$ cat config.mk
export PLATFORM = sky130hd
export DESIGN_NAME = fifo_rd_stream
export DESIGN_NICKNAME = d
export VERILOG_FILES = /design/src/rtl/fifo_rd_stream.sv
export SDC_FILE = /design/constraint.sdc
export NUM_CORES = 1
export LEC_CHECK = 0
export CAP_MARGIN = 0
export CORE_MARGIN = 2
export CORE_UTILIZATION = 40
export CTS_CLUSTER_SIZE = 25
export DETAILED_ROUTE_END_ITERATION = 10
export DONT_BUFFER_PORTS = 1
export SLEW_MARGIN = 40
export SYNTH_ARGS = -nofsm -noshare
export SYNTH_HDL_FRONTEND = slang
export SYNTH_SLANG_ARGS = --single-unit
$ cat constraint.sdc
create_clock -name clk -period 6.5 [get_ports clk]
set_input_delay 0.975 -clock clk [delete_from_list [all_inputs] [get_ports clk]]
set_output_delay 0.975 -clock clk [all_outputs]
set_load 0.005 [all_outputs]
$ cat src/rtl/fifo_rd_stream.sv
// rtl/fifo_rd_stream.sv - FIFO read port to valid/ready stream adapter with a 3-entry output buffer
// Optional word counter port is enabled by defining FIFO_RD_STREAM_CNT_EN.
module fifo_rd_stream #(
  parameter int DATA_WIDTH = 16,
  parameter int CNT_WIDTH  = 16
) (
  input  logic                  clk,
  input  logic                  rst,
  input  logic                  en,
  input  logic                  flush,
  input  logic                  fifo_empty,
  input  logic [DATA_WIDTH-1:0] fifo_data,
  output logic                  fifo_rd_en,
  output logic                  m_valid,
  input  logic                  m_ready,
  output logic [DATA_WIDTH-1:0] m_data,
  output logic                  busy
`ifdef FIFO_RD_STREAM_CNT_EN
  ,
  output logic [CNT_WIDTH-1:0]  word_cnt
`endif
);

  typedef enum logic [1:0] {IDLE, RUN, FLUSH} state_t;

  state_t                state, state_nxt;
  logic                  inflight;
  logic [1:0]            occ, rd_ptr, wr_ptr;
  logic [DATA_WIDTH-1:0] mem [3];
  logic                  flush_start, push, pop;

  function automatic logic [1:0] ptr_inc(input logic [1:0] p);
    return (p == 2'd2) ? 2'd0 : p + 2'd1;
  endfunction

  // Read credit counts the in-flight word so the buffer can never overflow.
  always_comb begin
    state_nxt   = state;
    fifo_rd_en  = 1'b0;
    flush_start = flush && (state != FLUSH);
    case (state)
      IDLE: begin
        if (en) state_nxt = RUN;
      end
      RUN: begin
        fifo_rd_en = !fifo_empty && (({1'b0, occ} + {2'b00, inflight}) < 3'd3);
        if (!en) state_nxt = IDLE;
      end
      FLUSH: begin
        fifo_rd_en = !fifo_empty;
        if (fifo_empty && !inflight) state_nxt = IDLE;
      end
      default: state_nxt = IDLE;
    endcase
    if (flush_start) state_nxt = FLUSH;
  end

  assign push    = inflight && (state != FLUSH) && !flush_start;
  assign m_valid = (occ != 2'd0);
  assign pop     = m_valid && m_ready;
  assign m_data  = m_valid ? mem[rd_ptr] : '0;
  assign busy    = (state != IDLE) || (occ != 2'd0) || inflight;

  always_ff @(posedge clk or negedge rst) begin
    if (!rst) begin
      state    <= IDLE;
      inflight <= 1'b0;
      occ      <= 2'd0;
      rd_ptr   <= 2'd0;
      wr_ptr   <= 2'd0;
      for (int i = 0; i < 3; i++) mem[i] <= '0;
    end else begin
      state    <= state_nxt;
      inflight <= fifo_rd_en && !fifo_empty;
      if (flush_start) begin
        occ    <= 2'd0;
        rd_ptr <= 2'd0;
        wr_ptr <= 2'd0;
      end else begin
        if (push) begin
          mem[wr_ptr] <= fifo_data;
          wr_ptr      <= ptr_inc(wr_ptr);
        end
        if (pop) rd_ptr <= ptr_inc(rd_ptr);
        case ({push, pop})
          2'b10:   occ <= occ + 2'd1;
          2'b01:   occ <= occ - 2'd1;
          default: occ <= occ;
        endcase
      end
    end
  end

  assert property (@(posedge clk) disable iff (!rst) !(push && (occ == 2'd3)));

`ifdef FIFO_RD_STREAM_CNT_EN
  always_ff @(posedge clk or negedge rst) begin
    if (!rst) begin
      word_cnt <= '0;
    end else if (flush_start) begin
      word_cnt <= '0;
    end else if (pop) begin
      word_cnt <= word_cnt + 1'b1;
    end
  end
`endif

endmodule

# Word level (Yosys, flattened, before mapping)
# Index checks and enable logic that the tools add are counted.
[op_classes]
addsub = 5
magnitude_cmp = 4
n_eq_ne = 10
n_mux = 21
bitwise = 3
reduce_logical = 21
[op_table]
columns = ["operator", "count"]
rows = [
  ["$mux W16", 4],
  ["$bwmux W48", 1],
  ["$bmux W16 S2", 1],
  ["$demux W16 S2", 1],
  ["$mux W2", 11],
  ["$ne A3 B3 Y1 const B", 3],
  ["$eq A2 B2 Y1 const B", 4],
  ["$logic_and A1 B1 Y1", 8],
  ["$reduce_bool A2 Y1", 4],
  ["$add A2 B1 Y2 const B", 3],
  ["$ge A3 B3 Y1 const B", 2],
  ["$not A2 Y3", 2],
  ["$pmux W2 S3", 1],
  ["$eq A2 B1 Y1 const B", 2],
  ["$pmux W2 S2", 1],
  ["$add A2 B1 Y3", 1],
  ["$logic_not A1 Y1", 3],
  ["$lt A3 B1 Y1 const B", 1],
  ["$lt A3 B2 Y1 const B", 1],
  ["$reduce_and A3 Y1", 1],
  ["$reduce_bool A3 Y1", 1],
  ["$logic_not A2 Y1", 1],
  ["$logic_or A1 B1 Y1", 2],
  ["$ne A2 B2 Y1 const B", 1],
  ["other kinds (4)", 4],
]
[word_totals]
reg_bits = 57
inputBits = 22
out_inout_bits = 19
elab_cells = 72

# Depth between registers and ports, before layout
# Gate-level depths: netlist (run 1).
[logic_depth]
ltp_word = 7
ltp_mapped = 8
ltp_nobuf = 6

# Least setup slack after synthesis (run 1)
# Ideal clock, no wire load.
[synth_timing]
path_type = "input port to flip-flop"
start = "input port flush"
end = "register mem[39] (netlist bit)"
setup_time_ps = 125
t_arrival_ps = 2386
required_time_ps = 6375
slack_ps = 3989
cell_stages = 5
path_buffers = 2
path_cell_list = "or3b_1 > buf_2 > nor3_2 > buf_4 > mux2_2"
[synth_between]
elab_chain_len = 4
elab_cells_between_ends = 5
cone_classes = "bitwise (1); reduce/logical (4)"
[synth_rtl]
columns = ["item", "line_no", "rtl"]
rows = [
  ["from (decl)", "10", "input logic flush,"],
  ["$logic_and A1 B1 Y1 (*)", "40", "flush_start = flush && (state != FLUSH);"],
  ["$logic_not A1 Y1", "58", "assign push = inflight && (state != FLUSH) && !flush_start;"],
  ["$logic_and A1 B1 Y1", "58", ""],
  ["$reduce_and A2 Y1 (no line) (*)", "-", ""],
  ["to (signal, indexed assignment)", "81", "mem[wr_ptr] <= fifo_data;"],
  ["to (decl)", "29", "logic [DATA_WIDTH-1:0] mem [3];"],
]
# Mark *: on every way between the ends. The rest lies on a longest branch, timed or not.
# A chain may end at the register's enable or synchronous reset.

# Worst setup path after layout (run 1)
[layout_timing]
start = "register rd_ptr[0]"
end = "output port m_data[6]"
[layout_between]
elab_chain_len = 5
[layout_rtl]
columns = ["item", "line_no", "rtl"]
rows = [
  ["from (decl)", "28", "logic [1:0] occ, rd_ptr, wr_ptr;"],
  ["from (signal assigned)", "84", "if (pop) rd_ptr <= ptr_inc(rd_ptr);"],
  ["$not A2 Y3 (not written as such)", "61", "assign m_data = m_valid ? mem[rd_ptr] : '0;"],
  ["$bmux W16 S2", "61", ""],
  ["$mux W16 (not written as such) (2 in a row)", "61", ""],
  ["$mux W16", "61", ""],
  ["to (decl)", "16", "output logic [DATA_WIDTH-1:0] m_data,"],
]
# Every way passes these cells. The select of a mux whose other input is x is not followed.

==> results of run 1 <==
## final cells by class
class	instances	area, µm²	area share
clock buffers	14	173	0.0571
clock inverters	2	35.0	0.0116
inverters	6	22.5	0.00744
multi-input cells	155	1250	0.414
flip-flops and latches	57	1430	0.472
well taps	80	100	0.0331
repair buffers	2	15.0	0.00496
## per-layer routing
metal  routed length, µm  global-route usage  vias to the layer above  share of wire
met4                  79              0.0671                        0          0.015
met1                2290               0.184                      870           0.44
li1                    -                   -                      806              -
met5                   0                   0                        -              0
met2                2580               0.238                       28           0.50
met3                 230              0.0540                        6          0.044
## worst max-delay path, delay by kind of cell, from the launching register on
family / cells / cell delay, ns
DFF: 1 / 0.77
and+or+nand+nor: 2 / 0.97
AOI/OAI and AO/OA: 1 / 0.21
## cell families after synthesis
group                    count (synthesis)  synth area share
AO/OA/AOI/OAI                           32            0.0694
adder cells (fa/ha/maj)                  5            0.0225
buffers and inverters                   18            0.0356
flip-flops                              57             0.514
multiplexers                            67             0.277
AND/OR/NAND/NOR                         51            0.0816
## cell usage in the layout (no fill, tap or decap), types with 2 or more instances in the layout
master	instances
dfrtp_1	56
a21oi_1	20
mux2_4	10
o211a_1	2
mux2_2	38
nor2_1	37
nor2b_1	2
nand2_1	4
o21ai_0	2
mux2i_1	19
ha_1	5
buf_4	2
inv_1	6
clkbuf_8	12
clkbuf_1	2
## state kept, by name (all words and copies together), names as in the netlist
name	cells
rd_ptr	2
mem	48
occ	2
inflight	1
state	2
wr_ptr	2
## power groups by stage
stage / combinational, mW / sequential, mW / clock (mW)
final: 0.338 / 0.550 / 0.341
after global placement: 0.333 / 0.551 / 0
after CTS: 0.345 / 0.550 / 0.351
after detailed placement: 0.344 / 0.556 / 0
after floorplan: 0.297 / 0.525 / 0
after global routing: 0.384 / 0.566 / 0.368
## worst min-delay path by stage
stage	start	endpoint	slack, ns	cells past startpoint
after floorplan	mem[0]$_DFFE_PN0P_	mem[0]$_DFFE_PN0P_	0.48	1
after CTS	rst	mem[10]$_DFFE_PN0P_	0.31	0
final	rst	mem[16]$_DFFE_PN0P_	0.34	0
after global routing	rst	mem[16]$_DFFE_PN0P_	0.31	0
after detailed placement	mem[19]$_DFFE_PN0P_	mem[19]$_DFFE_PN0P_	0.49	1
after global placement	mem[27]$_DFFE_PN0P_	mem[27]$_DFFE_PN0P_	0.49	1
## stage by stage
stage,std cells,util,power (mW)
2_1_floorplan,230,-,0.822
3_3_place_gp,300,0.416,0.883
3_5_place_dp,300,0.417,0.900
4_1_cts,316,0.448,1.25
5_1_grt,316,0.448,1.32
6_report,316,0.448,1.23
## synthesized netlist by cell type
library cell / count
buf_6: 1
nand2_1: 4
nor2b_1: 3
and2b_1: 1
nor3_1: 1
o22ai_1: 1
a21o_1: 1
nor2_1: 37
o21ba_2: 1
a2111oi_0: 1
a31oi_1: 1
o211a_1: 2
a21oi_1: 20
o21ai_0: 2
or3b_1: 2
ha_1: 5
o41ai_1: 1
mux2i_1: 19
o21bai_1: 1
inv_1: 6
dfrtp_1: 57
mux2_4: 10
buf_2: 3
nor3_2: 1
nand3b_1: 1
buf_4: 1
buf_12: 1
a211oi_1: 1
mux2_2: 38
or2_2: 1
clkbuf_1: 6
==> impl_metrics.json, run 1 <==
{
  "post_dp_cell_area_mm2": 0.00282,
  "start_util": 0.411,
  "startpoint": "rd_ptr[0]$_DFFE_PN0P_",
  "internal-power_mw": 0.861,
  "p_sw_frac": 0.299,
  "first_pass_iters": 4,
  "drt_wl_total_um": 5190,
  "n_antenna_cell": 0,
  "max_clock_freq_mhz": 307,
  "yosysTopAreaCell": "dfrtp_1",
  "fin_crit_sh": 0.501,
  "synth_cells": 230,
  "r2r-end": "mem[12]$_DFFE_PN0P_",
  "yosysUniqueCellTypes": 31,
  "clkTransAtPathRegs_ns": 0.06,
  "die_area_mm2": 0.00762,
  "p_leak_nw": 1.48,
  "gp_congestion": 0.674,
  "die_h_um": 87.3,
  "cts_tree": "yes",
  "hold_viol": 0,
  "ctsResizeCount": 0,
  "fillers": 633,
  "power_frac_comb": 0.275,
  "wl_per_cell_um": 16.4,
  "grt_max_degree": 58,
  "cp.required_ns": 5.52,
  "clockBufferDepth": 2,
  "skew_ns": 0.00700,
  "drt_iter0_markers": 101,
  "antenna_found_initial": 0,
  "cp.arrival_ns": 2.28,
  "r2r-start": "state[0]$_DFFE_PN0P_",
  "clkSinkCount": 57,
  "worstMarginPinSlew_ns": 0.814,
  "maxCapViolations": 0,
  "grt.overflow.total": 0,
  "synth.net_count": 257,
  "fin_nets": 258,
  "rr_worst_depth": 5,
  "portBuffers": 0,
  "hp-class": "input port to async pin",
  "cts_made_buffers": 9,
  "clk_latency_ns": 0.33,
  "design.core.area_mm2": 0.00676,
  "rsz0062_at_grt": "false",
  "peakVddDrop_mv": 0.197,
  "die_w_um": 87.3,
  "slew_headroom": 0.455,
  "drc": 0,
  "crit_end": "m_data[6]",
  "rrSetupSlack_ns": 4.00,
  "worst_slack_ns": 3.24,
  "cts-root-buf": "clkbuf_8",
  "vias_per_cell": 5.41,
  "slew_viol_final": 0,
  "layout-drive-gt1-share": 0.297,
  "final_area_mm2": 0.00303,
  "criticalPathCategory": "register to primary output",
  "vias": 1710,
  "grt.total_usage": 0.150,
  "synth.top_cell.area_share": 0.514,
  "whs_ns": 0.336,
  "setup_viol": 0,
  "grt_pass1_vias": 1672,
  "netlist_top_cells_area": "dfrtp_1 (51%), mux2_2 (15%), mux2i_1 (6.9%)",
  "ant_nets": 0,
  "htree_levels": 3,
  "synth_seq_cells": 57,
  "rows": 30,
  "postCtsSetupRepairBufs": 0,
  "power_density_mw_per_mm2": 406,
  "clockPowerShare": 0.278,
  "fin_setup_tns_ns": 0,
  "grt_pass1_wl_um": 8420,
  "worstPathCellList": "nor2b_2 > a21oi_1 > nor2_1",
  "top_level_ports": 41,
  "synth_warnings": 0,
  "synth_area_mm2": 0.00278,
  "cp_slowest_stage_delay_ns": 0.80,
  "syn_area_per_cell_um2": 12.1,
  "area_delta_synth_final_pct": 9.02,
  "place_hpwl_um": 3390,
  "final.min_clock_period_ns": 3.26,
  "status": "finished clean",
  "start_kind": "register",
  "cpMaxStageDelayCell": "nor2b_2",
  "ctsHoldBuffers": 0,
  "critPathMaxFanout": 19,
  "end_kind": "primary output",
  "p_switching_mw": 0.367,
  "seq_power_share": 0.447,
  "place_ws_ns": 3.56,
  "synth_seq_area_share": 0.514
}
Power figures use the tool's default switching activity.
==> run 2, diff against run 1 <==
==> constraint.sdc (replaced) <==
create_clock -name clk -period 3.1 [get_ports clk]
set_input_delay 0.465 -clock clk [delete_from_list [all_inputs] [get_ports clk]]
set_output_delay 0.465 -clock clk [all_outputs]
set_load 0.005 [all_outputs]
==> impl_metrics.json, run 2 (same netlist as run 1, synthesis figures left out) <==
{
  "setup_viol": 0,
  "ctsResizeCount": 0,
  "critPathMaxFanout": 16,
  "slew_headroom": 0.445,
  "crit_end": "mem[7]$_DFFE_PN0P_",
  "htree_levels": 3,
  "cpMaxStageDelayCell": "or3b_2",
  "clkTransAtPathRegs_ns": 0.06,
  "layout_common_cells": "dfrtp_1 (57), mux2_2 (38), nor2_1 (37)",
  "vias_per_cell": 5.39,
  "hold_viol": 0,
  "internal-power_mw": 1.78,
  "final.min_clock_period_ns": 2.48,
  "portBuffers": 0,
  "clkSinkCount": 57,
  "worstMarginPinSlew_ns": 0.830,
  "rr_worst_depth": 5,
  "worst_slack_ns": 0.618,
  "place_ws_ns": 0.633,
  "grt_pass1_vias": 1728,
  "fin_nets": 263,
  "cts_made_buffers": 9,
  "design.core.area_mm2": 0.00676,
  "post_dp_cell_area_mm2": 0.00284,
  "start_util": 0.411,
  "grt.total_usage": 0.157,
  "final_area_mm2": 0.00306,
  "criticalPathCategory": "register to register",
  "drt_iter0_markers": 50,
  "postCtsSetupRepairBufs": 0,
  "ant_nets": 0,
  "grt_pass1_wl_um": 8880,
  "die_w_um": 87.3,
  "slew_viol_final": 0,
  "layout_commonest_cell": "dfrtp_1",
  "status": "finished clean",
  "critical_path_buf_inv_count": 1,
  "r2r-start": "state[0]$_DFFE_PN0P_",
  "place_hpwl_um": 3500,
  "power_density_mw_per_mm2": 839,
  "clk_latency_ns": 0.34,
  "seq_power_share": 0.437,
  "first_pass_iters": 4,
  "skew_ns": 0.00686,
  "cp.required_ns": 3.32,
  "n_antenna_cell": 0,
  "top_register": "mem",
  "hp-class": "input port to register",
  "end_kind": "register",
  "fin_crit_sh": 0.801,
  "peakVddDrop_mv": 0.382,
  "area_delta_synth_final_pct": 10.4,
  "r2r-end": "mem[7]$_DFFE_PN0P_",
  "worstPathCellList": "inv_1 > ha_1 > or3b_1 > or3b_2 > mux2_4",
  "clockPowerShare": 0.264,
  "p_switching_mw": 0.793,
  "cp.depth": 5,
  "die_area_mm2": 0.00762,
  "layout-drive-gt1-share": 0.295,
  "cts_tree": "yes",
  "ctsHoldBuffers": 2,
  "antenna_found_initial": 0,
  "cp_slowest_stage_delay_ns": 0.75,
  "p_leak_nw": 1.51,
  "drt_wl_total_um": 5440,
  "grt.overflow.total": 0,
  "max_clock_freq_mhz": 403,
  "power_frac_comb": 0.299,
  "largest_register_ff_count": 48,
  "grt_max_degree": 58,
  "cp_top_family": "simple AND/OR/NAND/NOR gates",
  "rsz0062_at_grt": "false",
  "cp.arrival_ns": 2.71,
  "fin_setup_tns_ns": 0,
  "clockBufferDepth": 2,
  "gp_congestion": 0.706,
  "rrSetupSlack_ns": 0.62,
  "start_kind": "register",
  "drc": 0,
  "p_sw_frac": 0.309,
  "top_level_ports": 41,
  "startpoint": "state[0]$_DFFE_PN0P_",
  "vias": 1729,
  "die_h_um": 87.3,
  "maxCapViolations": 0,
  "wl_per_cell_um": 16.9,
  "rows": 30,
  "cts-root-buf": "clkbuf_8"
}
run 2: cell types whose count changed in the layout (fill, tap and decap cells not counted), sizes merged:
| cell | previous run | this run |
|---|---|---|
| clkbuf | 14 | 13 |
| buf | 2 | 6 |
| clkinv | 1 | 2 |
| dlygate4sd3 | 0 | 1 |
run 2: area by class of cell:
cell class	instances	area, µm²
Multi-Input combinational cell	155	1250
Fill cell	657	3690
Timing Repair Buffer	7	75.1
Sequential cell	57	1430
Inverter	6	22.5
Clock buffer	13	149
Tap cell	80	100
Clock inverter	3	40.0
run 2: power groups by stage:
| stage | Clock, mW | Combinational (mW) | Sequential (mW) |
|---|---|---|---|
| after floorplan | 0 | 0.623 | 1.10 |
| after global placement | 0 | 0.733 | 1.12 |
| after detailed placement | 0 | 0.761 | 1.13 |
| after CTS | 0.700 | 0.785 | 1.12 |
| after global routing | 0.743 | 0.866 | 1.15 |
| final | 0.679 | 0.769 | 1.12 |
run 2: worst min path at each step:
stage             from                   to  slack, ns  cells past startpoint
3_3_place_gp       rst  mem[20]$_DFFE_PN0P_       0.17                      0
2_1_floorplan      rst   inflight$_DFF_PN0_       0.17                      0
6_report       m_ready   occ[1]$_DFFE_PN0P_       0.22                      1
3_5_place_dp       rst  mem[16]$_DFFE_PN0P_       0.17                      0
4_1_cts        m_ready   occ[1]$_DFFE_PN0P_       0.21                      1
5_1_grt        m_ready   occ[1]$_DFFE_PN0P_       0.20                      1
run 2: per-layer routing:
layer,vias to the layer above,GRT usage,part of all wire
li1,813,-,-
met1,880,0.202,0.45
met2,31,0.240,0.48
met3,5,0.0626,0.051
met4,0,0.0587,0.013
met5,-,0,0
run 2: stage by stage:
stage,hold WS [ns],power [mW],instances,utilization
floorplan,0.169,1.72,230,-
global placement,0.170,1.86,303,0.420
detailed placement,0.171,1.89,303,0.420
CTS,0.210,2.61,321,0.453
global route,0.203,2.76,321,0.453
finish,0.220,2.57,321,0.453
run 2: worst register-to-register path, delay by kind of cell (launching register included):
family,cells,cell delay [ns]
AND/OR/NAND/NOR,2,1.25
adder cells (fa/ha/maj),1,0.27
multiplexers,1,0.39
buffers and inverters,1,0.08
flip-flops,1,0.39
